==> config.mk <==
export PLATFORM = sky130hd
export DESIGN_NAME = ahb_input_hold_stage
export DESIGN_NICKNAME = d
export VERILOG_FILES = /design/src/rtl/ahb_matrix_pkg.sv /design/src/rtl/ahb_addr_hold_reg.sv /design/src/rtl/ahb_input_hold_stage.sv
export SDC_FILE = /design/constraint.sdc
export NUM_CORES = 1
export LEC_CHECK = 0
export CORE_ASPECT_RATIO = 1.25
export CORE_MARGIN = 5
export CORE_UTILIZATION = 50
export CTS_CLUSTER_DIAMETER = 30
export DETAILED_ROUTE_END_ITERATION = 16
export GPL_ROUTABILITY_DRIVEN = 0
export HOLD_SLACK_MARGIN = 0.1
export PLACE_DENSITY = 0.9
export SLEW_MARGIN = 20
export SYNTH_ARGS = -nofsm -noshare
export SYNTH_HDL_FRONTEND = slang
export SYNTH_HIERARCHICAL = 1
export SYNTH_SLANG_ARGS = --single-unit
export TNS_END_PERCENT = 1
==> constraint.sdc <==
create_clock -name HCLK -period 4 [get_ports HCLK]
set_input_delay 0.8 -clock HCLK [delete_from_list [all_inputs] [get_ports HCLK]]
set_output_delay 0.8 -clock HCLK [all_outputs]
set_load 0.01 [all_outputs]
==> src/rtl/ahb_matrix_pkg.sv <==
// Shared AHB bus-matrix encodings: HTRANS/HRESP codes and input-stage FSM states.
package ahb_matrix_pkg;

  localparam logic [1:0] HTRANS_IDLE   = 2'b00;
  localparam logic [1:0] HTRANS_BUSY   = 2'b01;
  localparam logic [1:0] HTRANS_NONSEQ = 2'b10;
  localparam logic [1:0] HTRANS_SEQ    = 2'b11;

  localparam logic HRESP_OKAY  = 1'b0;
  localparam logic HRESP_ERROR = 1'b1;

  // IDLE: no data phase owned; PEND: address phase held; DATA: data phase owned
  typedef enum logic [1:0] {
    ST_IDLE = 2'b00,
    ST_PEND = 2'b01,
    ST_DATA = 2'b10
  } hold_state_t;

endpackage

==> src/rtl/ahb_addr_hold_reg.sv <==
// Enable-captured address/control holding register with async active-high clear.
module ahb_addr_hold_reg #(
  parameter int W = 1
) (
  input  logic         HCLK,
  input  logic         clr,
  input  logic         en,
  input  logic [W-1:0] d,
  output logic [W-1:0] q
);

  // Capture the flattened address/control bundle when enabled; clear on reset
  always_ff @(posedge HCLK or posedge clr) begin
    if (clr)     q <= '0;
    else if (en) q <= d;
  end

endmodule

==> src/rtl/ahb_input_hold_stage.sv <==
// Per-master input stage of the AHB matrix: holds an address phase that the
// output port cannot accept yet, stalls the master until the held transfer's
// data phase completes, and routes data-phase ready/response back.
module ahb_input_hold_stage
  import ahb_matrix_pkg::*;
#(
  parameter int ADDR_W = 32,
  parameter int PROT_W = 4
) (
  input  logic              HCLK,
  input  logic              HRESET,
  input  logic              HSELS,
  input  logic [ADDR_W-1:0] HADDRS,
  input  logic [1:0]        HTRANSS,
  input  logic              HWRITES,
  input  logic [2:0]        HSIZES,
  input  logic [2:0]        HBURSTS,
  input  logic [PROT_W-1:0] HPROTS,
  input  logic              HMASTLOCKS,
  input  logic              HREADYS,
  output logic              HREADYOUTS,
  output logic              HRESPS,
  output logic [ADDR_W-1:0] HADDRI,
  output logic [1:0]        HTRANSI,
  output logic              HWRITEI,
  output logic [2:0]        HSIZEI,
  output logic [2:0]        HBURSTI,
  output logic [PROT_W-1:0] HPROTI,
  output logic              HMASTLOCKI,
  output logic              req_out,
  input  logic              grant_in,
  input  logic              dp_ready_in,
  input  logic              dp_resp_in
);

  localparam int BUS_W = ADDR_W + 2 + 1 + 3 + 3 + PROT_W + 1;

  hold_state_t state, state_nxt;

  logic             sample, live_valid, accept, capture;
  logic [BUS_W-1:0] live_bus, hold_bus, out_bus;

  assign sample     = HSELS & HREADYS;
  assign live_valid = sample & HTRANSS[1];

  // A new address is only evaluated when no transfer is held and any owned
  // data phase is completing; this keeps a misbehaving master from
  // overwriting the held transfer.
  assign accept  = (state == ST_IDLE) | ((state == ST_DATA) & dp_ready_in);
  assign capture = accept & live_valid & ~grant_in;

  assign live_bus = {HADDRS, HTRANSS, HWRITES, HSIZES, HBURSTS, HPROTS, HMASTLOCKS};

  ahb_addr_hold_reg #(.W(BUS_W)) u_hold (
    .HCLK (HCLK),
    .clr  (HRESET),
    .en   (capture),
    .d    (live_bus),
    .q    (hold_bus)
  );

  // Held transfer wins; otherwise live inputs, zeroed (HTRANSI=IDLE) when not sampled
  always_comb begin
    out_bus = '0;
    if (state == ST_PEND) out_bus = hold_bus;
    else if (sample)      out_bus = live_bus;
  end

  assign {HADDRI, HTRANSI, HWRITEI, HSIZEI, HBURSTI, HPROTI, HMASTLOCKI} = out_bus;

  assign req_out = (state == ST_PEND) | live_valid;

  // State register
  always_ff @(posedge HCLK or posedge HRESET) begin
    if (HRESET) state <= ST_IDLE;
    else        state <= state_nxt;
  end

  // Next state and master-side ready/response
  always_comb begin
    state_nxt  = state;
    HREADYOUTS = 1'b1;
    HRESPS     = HRESP_OKAY;
    case (state)
      ST_IDLE: ;
      ST_PEND: begin
        HREADYOUTS = 1'b0;
        if (grant_in) state_nxt = ST_DATA;
      end
      ST_DATA: begin
        HREADYOUTS = dp_ready_in;
        HRESPS     = dp_resp_in;
      end
      default: state_nxt = ST_IDLE;
    endcase
    if (accept) begin
      if (live_valid) state_nxt = grant_in ? ST_DATA : ST_PEND;
      else            state_nxt = ST_IDLE;
    end
  end

endmodule
==> results of run 1 <==
[worst max path at each step]
stage / startpoint / end / slack, ns / depth (start not counted)
floorplan: HSELS / u_hold/q[0]$_DFFE_PP0P_ / 1.68 / 6
global placement: HREADYS / HTRANSI[1] / 0.72 / 5
detailed placement: HREADYS / HTRANSI[1] / 0.66 / 5
CTS: HREADYS / HTRANSI[1] / 0.66 / 5
global route: HREADYS / HTRANSI[1] / 0.60 / 5
finish: HREADYS / HTRANSI[1] / 0.63 / 5
[flip-flops by register name, summed over array words and instances, names as in the netlist]
register / flops
state: 2
u_hold/q: 46
[per-layer routing]
metal,vias up,wire length (um),part of all wire,GRT usage
met2,94,4043,0.51,0.3531
met4,0,186,0.024,0.06762
met3,16,415,0.052,0.03989
li1,1086,-,-,-
met5,-,0,0,0
met1,1167,3268,0.41,0.2537
[cell type report]
| type | count | area, sq um |
|---|---|---|
| Clock buffer | 5 | 68.82 |
| Clock inverter | 3 | 18.77 |
| Fill cell | 440 | 1743 |
| Inverter | 6 | 23.77 |
| Multi-Input combinational cell | 148 | 1613 |
| Sequential cell | 48 | 1201 |
| Tap cell | 82 | 102.6 |
| Timing Repair Buffer | 110 | 1086 |
[metrics by stage]
step,utilization,std cells
floorplan,-,232
global placement,0.6872,394
detailed placement,0.6872,394
CTS,0.7022,402
global route,0.7024,402
finish,0.7024,402
[layout by cell type, fill, tap and decap left out, drive strengths merged]
cell type	synthesis	layout
and2	1	1
clkbuf	12	5
a221oi	1	1
clkinv	0	4
o311ai	1	1
mux2i	1	1
nand2	1	1
inv	6	5
nand3b	1	1
mux2	46	46
a2111oi	1	1
nand2b	2	2
nand3	1	1
a41o	45	45
buf	18	10
and3	1	1
clkdlybuf4s50	0	100
dfrtp	48	48
or3b	1	1
and3b	45	45
[worst reg2reg max path, stage by stage, from the launching register on]
cell       delay [ns]
dfrtp_1          0.39
buf_4            0.27
a2111oi_2        0.52
buf_12           0.34
mux2_2           0.38
[cells by family (layout without fill, tap and decap cells)]
| group | Yosys count | in the layout |
|---|---|---|
| mux | 47 | 47 |
| simple gates | 53 | 53 |
| flops | 48 | 48 |
| compound gates | 48 | 48 |
| buf+inv | 36 | 124 |
[power groups by stage]
stage	registers [W]	clock network (W)	logic, W
floorplan	0.000662	0	0.000317
global placement	0.000671	0	0.000474
finish	0.000674	0.000283	0.000485
detailed placement	0.000683	0	0.000482
CTS	0.000673	0.000292	0.000488
global route	0.000689	0.000311	0.000518
==> metrics.cfg, run 1 <==
[logic_synthesis]
synth.net_count = 285
synth.most_common_cell = dfrtp_1
synthDistinctLibCells = 23
synth_common_cells = dfrtp_1, a41o_1, and3b_1, mux2_4, clkbuf_1
synth_ff_type = dfrtp_1
synth-edff-count = 0
synth-seq-cells = 48
synth_top_area_frac = 0.3944
synth_xor_area_frac = 0
yosysWarnings = 6
synth-simple-area-share = 0.1475
synth_top_family_by_area = multiplexers
synthTopCellsByArea = dfrtp_1, mux2_4, a41o_1, and3b_1, buf_12
syn_area_sq_um = 3045
yosysSeqAreaShare = 0.3944
synthAdderAreaFrac = 0
syn_area_per_cell_sq_um = 13.13
synthMuxAreaShare = 0.2227
synth_cells = 232
synth_compound_area_frac = 0.1565
synthArstFlopShare = 1.000
yosys.area.top_type = dfrtp_1

[cts]
path_clk_slew_ns = 0.09
hold_buffers = 0
cts_resized = 0
numCtsBuffers = 5
htreeDepth = 2
post_cts_buffers = 0
clock-root-buffer = clkbuf_8
cts_tree = built
clk_latency_ns = 0.29
clock-sinks = 48
ctsLongestPathBuffers = 2

[worst_hold_path]
holdPathStages = 1
hp-class = register to register
hold_end = u_hold/q[42]$_DFFE_PP0P_
holdCritStartpoint = u_hold/q[42]$_DFFE_PP0P_

[power_and_ir_drop]
p_total_w = 0.001441
p_sw_frac = 0.2713
clkPwrFrac = 0.196
p_int_w = 0.001050
p_sw_w = 0.0003911
ir_worst_vdd_mv = 0.1880
seqPwrFrac = 0.467
p_per_area_nw_per_um2 = 350.4
power.leakage_nw = 2.168
pwr-share-comb = 0.336

[die]
die_w_um = 79.81
core_area_sq_um = 5857
initial_core_util = 0.5200
dieArea_sq_um = 7761
rows = 31
io_pins = 102
die_h_um = 97.26

[sta]
hold_violations = 0
worst_pin_slew_ns = 0.8042
setup_viol = 0
timing.fmax_ghz = 0.2971
tns_ns = 0
grt_setup_unrepaired = false
relSlewSlack = 0.4633
hold_slack_ns = 0.5078
post-route-min-period_ns = 3.366
min_period_over_period = 0.8415
slew_viol_final = 0
skew_ns = 0.005219
fin_ws_ns = 0.6339

[global_routing]
grt_max_degree = 52
grt-ovfl-total = 0
first_global_vias = 2540
grt.total_usage = 0.2050
antenna_found_initial = 0
grt_first_pass_wirelength_um = 12770

[critical_path]
required_ns = 3.20
r2r-start = state[1]$_DFFE_PP0P_
cp_max_fo = 16
cp_top_family = buffers and inverters
slowest_stage = clkdlybuf4s50_1
critPathMaxStageDelay_ns = 0.57
r2r_slack_ns = 1.99
r2r_end = u_hold/q[14]$_DFFE_PP0P_
crit_buf_inv = 3
crit_chain = clkdlybuf4s50_1 -> buf_4 -> nand3_2 -> mux2i_1 -> clkdlybuf4s50_1
critPathKind = input pin to primary output
rr_worst_depth = 4
critPathLaunchType = input pin
end_kind = primary output
cpMostUsedCell = clkdlybuf4s50_1
crit_arrival_ns = 2.57

[routing]
avgRoutedWirePerCell_um = 19.69
drc_errors = 0
dr.pass1.iters = 4
antenna_left = 0
vias_per_cell = 5.878
vias = 2363
first_iter_violations = 154
drt_wl_total_um = 7914

[finish]
antenna_cells = 0
area_delta_synth_final_pct = 35.09
drive_gt1_frac = 0.2125
fin_area_sq_um = 4114
final_nets = 372

[placement]
dp_hpwl_um = 5281
post-place-ws_ns = 0.6576
portBuffers = 101
dpl_cell_area_sq_um = 4025

[run]
maxCapViolCount = 0

[run_status]
status = completed

Power figures use the tool's default switching activity.
==> inputs of run 2 (changes only) <==
CORE_UTILIZATION = 46   (was 50)
PLACE_DENSITY = 0.84   (was 0.9)
clock period = 3.4 ns   (was 4 ns; I/O delays follow)
==> metrics.cfg, run 2 (synthesis gave the netlist of run 1 again) <==
[routing]
antenna_left = 0  ; unchanged
first_iter_violations = 156  ; +1.3%
drt_wl_total_um = 8022  ; +1.4%
vias_per_cell = 5.792  ; -1.5%
dr.pass1.iters = 4  ; unchanged
drc_errors = 0  ; unchanged
avgRoutedWirePerCell_um = 19.66  ; -0.13%
vias = 2363  ; unchanged

[critical_path]
crit_chain = clkdlybuf4s50_1 -> buf_4 -> nand3_2 -> mux2i_1 -> clkdlybuf4s50_1
cp_max_fo = 19  ; +3
slowest_stage = clkdlybuf4s50_1
critPathLaunchType = input pin
r2r-start = state[1]$_DFFE_PP0P_
cpMostUsedCell = clkdlybuf4s50_1
r2r_slack_ns = 1.36  ; -0.63 ns
critPathMaxStageDelay_ns = 0.56  ; about the same
end_kind = primary output
critPathKind = input pin to primary output
required_ns = 2.72  ; -0.48 ns
crit_arrival_ns = 2.34  ; -0.23 ns
r2r_end = u_hold/q[15]$_DFFE_PP0P_
rr_worst_depth = 4  ; unchanged

[worst_hold_path]
holdPathStages = 1  ; unchanged
hold_end = u_hold/q[38]$_DFFE_PP0P_
holdCritStartpoint = u_hold/q[38]$_DFFE_PP0P_
hp-class = register to register

[cts]
numCtsBuffers = 5  ; unchanged
htreeDepth = 2  ; unchanged
path_clk_slew_ns = 0.09  ; about the same
clk_latency_ns = 0.30  ; about the same
clock-root-buffer = clkbuf_8
cts_resized = 0  ; unchanged
clock-sinks = 48  ; unchanged
cts_tree = built
ctsLongestPathBuffers = 2  ; unchanged
post_cts_buffers = 0  ; unchanged
hold_buffers = 0  ; unchanged

[global_routing]
grt-ovfl-total = 0  ; unchanged
antenna_found_initial = 0  ; unchanged
first_global_vias = 2557  ; +0.67%
grt.total_usage = 0.1974  ; -0.007582
grt_max_degree = 52  ; unchanged
grt_first_pass_wirelength_um = 12990  ; +1.7%

[die]
dieArea_sq_um = 8358  ; +7.7%
die_h_um = 101.0  ; +3.8%
rows = 33  ; +6.5%
die_w_um = 82.78  ; +3.7%
initial_core_util = 0.4668  ; -0.05315
core_area_sq_um = 6524  ; +11%
io_pins = 102  ; unchanged

[placement]
post-place-ws_ns = 0.3568  ; -0.3008 ns
portBuffers = 101  ; unchanged
dp_hpwl_um = 5310  ; +0.53%

[sta]
post-route-min-period_ns = 3.022
tns_ns = 0  ; unchanged
worst_pin_slew_ns = 0.8147  ; +0.01054 ns
hold_violations = 0  ; unchanged
fin_ws_ns = 0.3776  ; -0.2563 ns
min_period_over_period = 0.8889
slew_viol_final = 0  ; unchanged
timing.fmax_ghz = 0.3309
setup_viol = 0  ; unchanged
skew_ns = 0.003955  ; -0.001264 ns
grt_setup_unrepaired = false
relSlewSlack = 0.4562  ; -0.007035

[finish]
area_delta_synth_final_pct = 35.70
seq_area_sq_um = 1201  ; unchanged
final_cell_mix = clkdlybuf4s50_1, dfrtp_1, and3b_1, a41o_1, mux2_4
multi_input_area_sq_um = 1613  ; unchanged
final_nets = 373  ; +0.27%
largestRegisters = u_hold/q: 46 flops, state: 2 flops
mostFrequentLayoutCell = clkdlybuf4s50_1
top_register = u_hold/q
antenna_cells = 0  ; unchanged
fillers = 565  ; +28%
largest_reg_flops = 46  ; unchanged
drive_gt1_frac = 0.2150  ; +0.002453

[run_status]
status = completed

[power_and_ir_drop]
p_per_area_nw_per_um2 = 416.0  ; +19%
ir_worst_vdd_mv = 0.2185  ; +16%
power.leakage_nw = 2.176  ; +0.36%

[run]
maxCapViolCount = 0  ; unchanged

## run 2: how the worst max path moves through the flow
stage,end,depth (start not counted),slack [ns],startpoint
final,HTRANSI[1],5,0.38,HREADYS
after global routing,HTRANSI[1],5,0.23,HREADYS
after CTS,HTRANSI[1],5,0.34,HREADYS
after detailed placement,HTRANSI[1],5,0.36,HREADYS
after global placement,HTRANSI[1],5,0.45,HREADYS
after floorplan,u_hold/q[0]$_DFFE_PP0P_,6,1.20,HSELS
## run 2: power breakdown
| part | internal (W) | switching [W] | total, W |
|---|---|---|---|
| combinational | 0.000373 | 0.000197 | 0.000571 |
| sequential | 0.000720 | 0.0000730 | 0.000793 |
| clock | 0.000163 | 0.000193 | 0.000356 |
| total | 0.00126 | 0.000464 | 0.00172 |
## run 2: per-layer routing
metal  wire (um)  GRT usage  vias to the layer above  part of all wire
met5           0          0                        -                 0
met4         147    0.04906                        0             0.018
met3         430    0.03667                       14             0.054
met2        3895     0.3142                       73              0.49
met1        3549     0.2758                     1189              0.44
li1            -          -                     1087                 -
## run 2: stage by stage
step / power [W] / utilization / cell area, sq um / hold WS, ns / std cells
final: 0.001719 / 0.6335 / 4133 / 0.5076 / 408
after global routing: 0.001803 / 0.6335 / 4133 / 0.5220 / 408
after CTS: 0.001733 / 0.6333 / 4131 / 0.5108 / 408
after detailed placement: 0.001369 / 0.6191 / 4039 / 0.4856 / 400
after global placement: 0.001352 / 0.6191 / 4039 / 0.4812 / 400
after floorplan: 0.001152 / - / 3045 / 0.4212 / 232
## run 2: area by class of cell
class	instances	area share
timing repair buffer	111	0.2646
tap	87	0.02634
multi-input combinational	148	0.3903
sequential	48	0.2906
inverter	6	0.005752
clock buffer	6	0.01998
clock inverter	2	0.002422
## run 2: worst max-delay path, delay by kind of cell
family                 cells  cell delay (ns)
multiplexers               1             0.19
buffers and inverters      3             1.29
AND/OR/NAND/NOR            1             0.17
==> inputs of run 3 (changes only) <==
CORE_UTILIZATION = 43   (was 46)
MAX_ROUTING_LAYER = met4   (was unset)
PLACE_DENSITY = 0.83   (was 0.84)
SYNTH_HIERARCHICAL = unset   (was 1)
==> metrics.cfg, run 3 <==
[run_status]
status = completed

[sta]
relSlewSlack = 0.4585  ; +0.002275
skew_ns = 0.002055  ; -0.001900 ns
slew_viol_final = 0  ; unchanged
tns_ns = 0  ; unchanged
timing.fmax_ghz = 0.3269  ; -1.2%
hold_violations = 0  ; unchanged
grt_setup_unrepaired = false
post-route-min-period_ns = 3.059  ; +0.03672 ns
setup_viol = 0  ; unchanged
worst_pin_slew_ns = 0.8113  ; -0.003408 ns
min_period_over_period = 0.8997  ; +0.01080

[logic_synthesis]
yosysSeqAreaShare = 0.4900  ; +0.09563
yosysWarnings = 0  ; -6
yosys.area.top_type = dfrtp_1
synthDistinctLibCells = 18  ; -22%
synth_ff_type = dfrtp_1
syn_area_per_cell_sq_um = 14.25  ; +8.6%
synth-edff-count = 0  ; unchanged
synth_top_area_frac = 0.4900  ; +0.09563
synth.net_count = 225  ; -21%
synthArstFlopShare = 1.000  ; unchanged
synthTopCellsByArea = dfrtp_1, mux2_4, a22o_1, mux2_2, buf_6
synth.most_common_cell = dfrtp_1
synth_cells = 172  ; -26%
syn_area_sq_um = 2451  ; -20%
synth-seq-cells = 48  ; unchanged
synth_common_cells = dfrtp_1, a22o_1, mux2_4, clkbuf_1, mux2_2

[cts]
cts_resized = 0  ; unchanged
clock-root-buffer = clkbuf_8
ctsLongestPathBuffers = 2  ; unchanged
hold_buffers = 0  ; unchanged
path_clk_slew_ns = 0.08  ; about the same
clk_latency_ns = 0.28  ; -0.02 ns
htreeDepth = 2  ; unchanged
post_cts_buffers = 0  ; unchanged
cts_tree = built
clock-sinks = 48  ; unchanged
numCtsBuffers = 5  ; unchanged

[finish]
stdcell_count = 335  ; -18%
fillers = 426  ; -25%
mostFrequentLayoutCell = clkdlybuf4s50_1
final_cell_mix = clkdlybuf4s50_1, dfrtp_1, a22o_1, mux2_4
antenna_cells = 0  ; unchanged
top_register = u_hold.q
final_nets = 324  ; -13%
largestRegisters = u_hold.q: 46 flops, state: 2 flops
drive_gt1_frac = 0.2251  ; +0.01014
largest_reg_flops = 46  ; unchanged
area_delta_synth_final_pct = 46.09

[power_and_ir_drop]
power.leakage_nw = 1.639  ; -25%
p_per_area_nw_per_um2 = 446.5  ; +7.3%
ir_worst_vdd_mv = 0.2082  ; -4.7%

[critical_path]
end_kind = primary output
critPathLaunchType = input pin
cpMostUsedCell = clkdlybuf4s50_1
cp_max_fo = 22  ; +3
r2r_slack_ns = 1.47  ; +0.11 ns
crit_arrival_ns = 2.38  ; +0.04 ns
critPathKind = input pin to primary output
required_ns = 2.72  ; about the same
cp_top_family = buffers and inverters
crit_chain = clkdlybuf4s50_1 -> and3_1 -> buf_4 -> a22o_1 -> clkdlybuf4s50_1
slowest_stage = clkdlybuf4s50_1
critPathMaxStageDelay_ns = 0.54  ; -0.02 ns
crit_buf_inv = 3  ; unchanged

[global_routing]
grt-ovfl-total = 0  ; unchanged
first_global_vias = 1899  ; -26%
grt_first_pass_wirelength_um = 9335  ; -28%
grt_max_degree = 49  ; -5.8%
grt.total_usage = 0.1606  ; -0.03682
antenna_found_initial = 0  ; unchanged

[routing]
drt_wl_total_um = 5786  ; -28%
dr.pass1.iters = 4  ; unchanged
first_iter_violations = 42  ; -73%
avgRoutedWirePerCell_um = 17.27  ; -12%
antenna_left = 0  ; unchanged
vias_per_cell = 5.337  ; -7.8%
vias = 1788  ; -24%
drc_errors = 0  ; unchanged

[die]
dieArea_sq_um = 7320  ; -12%
rows = 30  ; -9.1%
initial_core_util = 0.4473  ; -0.01956
die_h_um = 94.41  ; -6.5%
io_pins = 102  ; unchanged
die_w_um = 77.53  ; -6.3%
core_area_sq_um = 5480  ; -16%

[worst_hold_path]
hp-class = register to register

[placement]
dp_hpwl_um = 4167  ; -22%
portBuffers = 101  ; unchanged
dp_cells = 328  ; -18%

[run]
maxCapViolCount = 0  ; unchanged

==> run 3: worst paths after layout <==
kind | start | end | cells past startpoint
setup / recovery | HSELS | HADDRI[30] | 5
setup reg to reg | state[1]$_DFFE_PP0P_ | u_hold.q[12]$_DFFE_PP0P_ | 4
hold reg to reg | u_hold.q[13]$_DFFE_PP0P_ | u_hold.q[13]$_DFFE_PP0P_ | 1
min in group asynchronous | HRESET | u_hold.q[20]$_DFFE_PP0P_ | 2
max in group asynchronous | HRESET | u_hold.q[10]$_DFFE_PP0P_ | 2
hold / removal | u_hold.q[13]$_DFFE_PP0P_ | u_hold.q[13]$_DFFE_PP0P_ | 1
==> run 3: kinds of logic after synthesis <==
family,share of synthesized area
AO/OA/AOI/OAI,0.1725
multiplexers,0.2665
AND/OR/NAND/NOR,0.02961
flip-flops,0.4900
buffers and inverters,0.04135
==> run 3: final cells by class <==
cell class,instances,area [sq um],share of cell area
well taps,64,80.08,0.02236
clock inverters,1,5.005,0.001398
multi-input cells,107,1157,0.3232
clock buffers,6,72.57,0.02027
inverters,2,8.758,0.002446
flip-flops and latches,48,1201,0.3354
repair buffers,107,1056,0.2949
==> run 3: report_power, final <==
part           switching, W  internal (W)  leakage (nW)  total (W)
Combinational      0.000147      0.000339          1.02   0.000486
Sequential        0.0000833      0.000716         0.579   0.000799
Clock              0.000174      0.000140        0.0410   0.000314
Total              0.000404       0.00120          1.64    0.00160
==> run 3: per-layer routing <==
metal,track usage,routed length (um),vias up
met5,-,0,-
met4,0.03868,41,0
met3,0.03721,338,4
met2,0.2746,2918,61
met1,0.1923,2488,876
li1,-,-,847
==> run 3: per-stage QoR <==
| stage | total power, W | utilization | setup slack [ns] | area, sq um | hold WS (ns) |
|---|---|---|---|---|---|
| 2_1_floorplan | 0.001091 | - | 1.166 | 2451 | 0.4346 |
| 3_3_place_gp | 0.001281 | 0.6390 | 0.3351 | 3502 | 0.4533 |
| 3_5_place_dp | 0.001296 | 0.6390 | 0.3326 | 3502 | 0.4561 |
| 4_1_cts | 0.001619 | 0.6532 | 0.3230 | 3580 | 0.4802 |
| 5_1_grt | 0.001687 | 0.6534 | 0.2337 | 3581 | 0.5095 |
| 6_report | 0.001599 | 0.6534 | 0.3409 | 3581 | 0.4755 |
